### config.mk
export PLATFORM = sky130hd
export DESIGN_NAME = sdm_audio_out
export DESIGN_NICKNAME = d
export VERILOG_FILES = /design/src/rtl/sdm_audio_out_pkg.sv /design/src/rtl/sdm_audio_out_mod1.sv /design/src/rtl/sdm_audio_out.sv
export SDC_FILE = /design/constraint.sdc
export NUM_CORES = 1
export LEC_CHECK = 0
export CORE_MARGIN = 1
export CORE_UTILIZATION = 50
export DETAILED_ROUTE_END_ITERATION = 6
export DONT_BUFFER_PORTS = 1
export SETUP_SLACK_MARGIN = 0.5
export SLEW_MARGIN = 25
export SYNTH_ARGS = -nofsm -noshare
export SYNTH_HDL_FRONTEND = slang
export SYNTH_SLANG_ARGS = --single-unit
### constraint.sdc
create_clock -name clk -period 3.85 [get_ports clk]
set_input_delay 0.77 -clock clk [delete_from_list [all_inputs] [get_ports clk]]
set_output_delay 0.77 -clock clk [all_outputs]
set_load 0.05 [all_outputs]
### src/rtl/sdm_audio_out_pkg.sv
// sdm_audio_out_pkg: shared widths, mid-scale value, FSM states and LFSR constants
`timescale 1ns/1ps
package sdm_audio_out_pkg;
    localparam int SAMPLE_W = 18;
    localparam logic [SAMPLE_W-1:0] MIDSCALE = 18'h20000;
    typedef enum logic [1:0] {IDLE, RUN, UNDERRUN} state_t;
    localparam logic [15:0] LFSR_SEED = 16'hACE1;
    localparam logic [15:0] LFSR_TAPS = 16'hB400;
endpackage

### src/rtl/sdm_audio_out_mod1.sv
// sdm_mod1: first-order sigma-delta accumulator; SDM_DITHER_EN adds LFSR dither on its input
`timescale 1ns/1ps
module sdm_mod1
    import sdm_audio_out_pkg::*;
#(
    parameter int W = SAMPLE_W
) (
    input  logic         clk,
    input  logic         rst,
    input  logic [W-1:0] din,
    output logic         dout
);
    logic [W:0]   acc_q, acc_d;
    logic [W-1:0] mod_in;
`ifdef SDM_DITHER_EN
    localparam logic [W+1:0] MAXV = {2'b00, {W{1'b1}}};
    logic [15:0]  lfsr_q, lfsr_d;
    logic [W+1:0] dith, dith_m;
    // din + lfsr[3:0] - 8, clamped back into the unsigned sample range
    always_comb begin
        lfsr_d = {lfsr_q[14:0], ^(lfsr_q & LFSR_TAPS)};
        dith   = {2'b00, din} + (W+2)'(lfsr_q[3:0]);
        dith_m = dith - (W+2)'(8);
        mod_in = (dith < (W+2)'(8)) ? '0 : (dith_m > MAXV) ? '1 : dith_m[W-1:0];
    end
    always_ff @(posedge clk or negedge rst)
        if (!rst) lfsr_q <= LFSR_SEED;
        else      lfsr_q <= lfsr_d;
`else
    always_comb mod_in = din;
`endif
    always_comb acc_d = {1'b0, acc_q[W-1:0]} + {1'b0, mod_in};
    always_ff @(posedge clk or negedge rst)
        if (!rst) acc_q <= '0;
        else      acc_q <= acc_d;
    assign dout = acc_q[W];
endmodule

### src/rtl/sdm_audio_out.sv
// sdm_audio_out: one-sample buffer, sample-rate divider, underrun FSM and 1-bit sigma-delta DAC.
// Define SDM_DITHER_EN to add LFSR dither ahead of the modulator.
`timescale 1ns/1ps
module sdm_audio_out #(
    parameter int SAMPLE_W = 18,
    parameter int TICK_DIV = 1024,
    parameter int UCNT_W   = 8
) (
    input  logic                clk,
    input  logic                rst,
    input  logic [SAMPLE_W-1:0] sample_in,
    input  logic                sample_valid,
    output logic                sample_ready,
    output logic                sample_tick,
    output logic                dac_out,
    output logic                underrun,
    output logic [UCNT_W-1:0]   underrun_count
);
    import sdm_audio_out_pkg::*;
    localparam int DIV_W = $clog2(TICK_DIV);
    localparam logic [DIV_W-1:0] DIV_LAST = DIV_W'(TICK_DIV - 1);
    localparam logic [SAMPLE_W-1:0] MID = SAMPLE_W'(MIDSCALE);
    logic [DIV_W-1:0]    div_q, div_d;
    logic                tick_q, tick_d;
    logic [SAMPLE_W-1:0] buf_q, buf_d, active_q, active_d;
    logic                full_q, full_d;
    logic [UCNT_W-1:0]   ucnt_q, ucnt_d;
    logic                accept;
    state_t              state_q, state_d;
    always_ff @(posedge clk or negedge rst)
        if (!rst) begin
            div_q    <= '0;
            tick_q   <= 1'b0;
            buf_q    <= '0;
            full_q   <= 1'b0;
            active_q <= MID;
            ucnt_q   <= '0;
            state_q  <= IDLE;
        end else begin
            div_q    <= div_d;
            tick_q   <= tick_d;
            buf_q    <= buf_d;
            full_q   <= full_d;
            active_q <= active_d;
            ucnt_q   <= ucnt_d;
            state_q  <= state_d;
        end
    // The tick sees the buffer as it was before any same-cycle accept
    always_comb begin
        div_d    = (div_q == DIV_LAST) ? '0 : div_q + 1'b1;
        tick_d   = (div_q == DIV_LAST);
        accept   = sample_valid && !full_q;
        state_d  = state_q;
        active_d = active_q;
        ucnt_d   = ucnt_q;
        full_d   = full_q;
        buf_d    = buf_q;
        if (tick_q) begin
            if (full_q) begin
                state_d  = RUN;
                active_d = buf_q;
                full_d   = 1'b0;
            end else if (state_q != IDLE) begin
                state_d = UNDERRUN;
                ucnt_d  = (&ucnt_q) ? ucnt_q : ucnt_q + 1'b1;
            end
        end
        if (accept) begin
            buf_d  = sample_in;
            full_d = 1'b1;
        end
    end
    sdm_mod1 #(.W(SAMPLE_W)) u_mod (
        .clk  (clk),
        .rst  (rst),
        .din  (active_q),
        .dout (dac_out)
    );
    assign sample_ready   = !full_q;
    assign sample_tick    = tick_q;
    assign underrun       = (state_q == UNDERRUN);
    assign underrun_count = ucnt_q;
endmodule

==> results.md <==
* Status: completed
* Final setup fails at 0
* Slew HR at 35.17%
* Routed len/inst at 15.08 um
* CTS resizes at 0
* Internal at 1.216 mW
* Hold WC Path Type: primary input to async pin
* Final wirelength at 6362 um
* Antenna violations before repair at 0
* Critical path class: flop to output port
* Worst VDD drop at 0.2354 mV
* Layout fillers at around 630
* CTS Hold Bufs at 0
* Worst EP arrival at 1.52 ns
* Worst slew pin tran at 0.9705 ns
* Worst path cell trace: nor2b_1
* Seq pwr share at 55.0%
* H-tree Lvls at 3
* Worst skew pair latency at 0.35 ns
* Post-CTS setup repair buffer count at 0
* GPL Wtd Cong at 0.8033
* Vias in the first global route at around 2200
* Hpwl dp at 4389 um
* Worst r2r path cells at 6
* Pre-CTS WS at 1.664 ns
* Net Switching at 319.4 uW
* Final ANT Viol Nets at 0
* CP Launch Type: flop
* Adder-cell share of the synthesized area at 7.219%
* DRC errors left at 0
* Most Used Layer, Global Route: met1
* Fin cells at 422
* Pwr Density at between 300 and 400 mW/mm^2
* Largest net degree at the start of global routing at 78
* Antenna diodes at 0
* Synth unique cells at 48
* Top delay family on crit path: simple AND/OR/NAND/NOR gates
* Largest family of logic cells by synthesized area: multiplexers
* Number of enable flip-flop cells after synthesis at 0
* Total track usage at 18.05%
* Critical Path Max Stage Delay at around 0.76 ns
* GR met1 Demand/Resource at 26.60%
* GR Util met2 at 25.87%
* Register area share after synthesis at 51.50%
* Setup TNS at 0 ns
* Global-route wire length before repair at 10640 um
* Setup slack, reg-to-reg at 1.66 ns
* Area grow syn2layout at 8.188%
* Die area at 0.007838 mm^2
* RSZ-0062 raised after global routing: false
* Ports at 33
* Syn nets at around 360
* Synth Warn # at 0
* Max-Cap Viols at 0
* Pins over their slew limit at 0
* Grt ovf at 0
* Met3 Use GR at 4.011%
* Critical path data required time at 3.08 ns
* #FFs+latches synth at 77
* Clk_skew at 0.01011 ns
* Critical Path Start: state_q[0]$_DFFE_PN0P_
* Die Y at between 80 and 90 um
* Final worst path period share at about three fifths
* Initial Utilization at 51.61%
* Synth Area per Inst at around 12 um^2
* Comb pwr share at approximately 1.5%
* WP buf/inv at 0
* Reg clk slew, reported paths at roughly 0.080 ns
* Fin crit period at 2.291 ns
* Layout cells sized above 1 at 18.27%
* Switching Share at around a fifth
* CTS root buffer: clkbuf_8
* Clock buffer depth at 2
* CP max stage cell: nor2b_1
* CTS tree: done
* Core area at approximately 0.0073 mm^2
* DR vias at 2281
* Detailed Routing Iterations Pass 1 at 4
* DR iter-0 viols at 168
* Mux share of post-synthesis cell area at between 10% and 20%
* Num CTS Buffers at 9
* Compound-Gate Fraction of Synth Area at between 10% and 20%
* Final Hold Fails at 0
* Fin Hold WS at 0.1074 ns
* Leakage at 1.946 nW
* Post-route setup slack at 1.559 ns
* Syn Std Cell Area at 0.003744 mm^2
* Post-Synth XOR/XNOR Area at 6.083%
* CP Max Fanout at 4
* FF-to-FF Start: active_q[1]$_DFFE_PN0P_
* Post-synthesis cell count at 317
* CP Capture Type: output port
* Clock network power share at 43.5%
* Final #Nets at 361
* Fmax at 0.4365 GHz
* DIE WIDTH at 88.53 um
* Placed insts at 407
* Port bufs at 0
* Top FF cell, synth: dfrtp_1
* Post-Synth Simple-Gate Area at approximately 11%
* Drt via density at 5.405
* FFs w/ async S/R, synth at 100.0%
* Reg-to-Reg End: u_mod.acc_q[11]$_DFF_PN0_
* Clk sink count at 77
* Rows at 31
[placed cells by master, fill, tap and decap left out, drive strengths merged, types with 2 or more instances in the layout]
master / Yosys / final
nor2: 15 / 15
and4: 2 / 2
nand3: 7 / 7
o211ai: 5 / 5
or4: 2 / 2
and3: 5 / 5
clkbuf: 6 / 10
ha: 20 / 20
bufinv: 0 / 2
nand2b: 2 / 2
a21o: 7 / 7
a31oi: 2 / 2
nand2: 17 / 17
a211oi: 4 / 4
nor3: 9 / 9
o21ai: 9 / 9
a21oi: 18 / 18
xor2: 7 / 7
xnor2: 19 / 19
a311oi: 2 / 2
nand3b: 2 / 2
nor2b: 5 / 5
inv: 12 / 13
mux2: 37 / 37
dfrtp: 76 / 76
nand4: 5 / 5
[per-layer routing]
metal,up-vias,wire [um]
li1,1149,-
met1,1093,3383
met2,28,2662
met3,11,208
met4,0,108
met5,-,0
[Yosys cell counts (2+ instances only)]
cell type	number	area share, %
a211oi_1	3	0.60
a21o_1	7	1.4
a21oi_1	17	2.3
a311oi_1	2	0.47
and3_1	5	0.84
and4_1	2	0.47
buf_2	3	0.40
clkbuf_1	6	0.60
dfrtp_1	76	51
ha_1	20	6.7
inv_1	12	1.2
mux2_2	37	11
nand2_1	17	1.7
nand2b_1	2	0.33
nand3_1	7	0.94
nand3b_1	2	0.40
nand4_1	5	0.84
nor2_1	15	1.5
nor2b_1	5	0.84
nor3_1	9	1.2
o211ai_1	5	1.0
o21ai_0	9	1.2
or4_1	2	0.40
xnor2_1	19	4.4
xor2_1	7	1.6
[per-stage QoR]
| stage | util (%) | area [um^2] | power [mW] |
|---|---|---|---|
| after floorplan | - | 3744 | 0.8780 |
| after global placement | 52.84 | 3832 | 0.8815 |
| after CTS | 55.77 | 4045 | 1.554 |
| after detailed placement | 52.84 | 3832 | 0.8843 |
| final | 55.84 | 4050 | 1.535 |
| after global routing | 55.84 | 4050 | 1.587 |
[power by group through the flow]
| stage | clock network (mW) | logic (mW) | registers (mW) |
|---|---|---|---|
| detailed placement | 0 | 0.0235 | 0.861 |
| CTS | 0.685 | 0.0238 | 0.845 |
| global route | 0.713 | 0.0257 | 0.848 |
| finish | 0.668 | 0.0235 | 0.844 |
| global placement | 0 | 0.0219 | 0.860 |
| floorplan | 0 | 0.0216 | 0.856 |
[sequential cells by signal, summed over array words and instances, names as in the netlist]
name            count
u_mod.acc_q        19
active_q           18
buf_q              18
div_q              10
underrun_count      8
state_q             2
full_q              1
sample_tick         1
[area by class of cell]
cell class,instances,area (um^2),area share [%]
tap,99,123.9,3.058
sequential,77,1928,47.61
inverter,12,45.04,1.112
clock inverter,5,85.08,2.101
multi-input combinational,219,1740,42.97
clock buffer,10,127.6,3.151
[logic make-up (layout without fill, tap and decap cells)]
| logic type | after synthesis | count (layout) |
|---|---|---|
| fa+ha+maj | 21 | 21 |
| compound gates | 57 | 57 |
| mux | 37 | 37 |
| simple gates | 78 | 78 |
| buf+inv | 21 | 27 |
| xor+xnor | 26 | 26 |
| flops | 77 | 77 |
[worst max-delay path by stage]
stage	end	slack, ns	depth (start not counted)
finish	underrun	1.56	1
global route	underrun	1.51	1
CTS	underrun	1.53	1
detailed placement	buf_q[17]$_DFFE_PN0P_	1.66	2
global placement	buf_q[0]$_DFFE_PN0P_	1.69	2
floorplan	u_mod.acc_q[15]$_DFF_PN0_	1.90	6
Power figures use the tool's default switching activity.
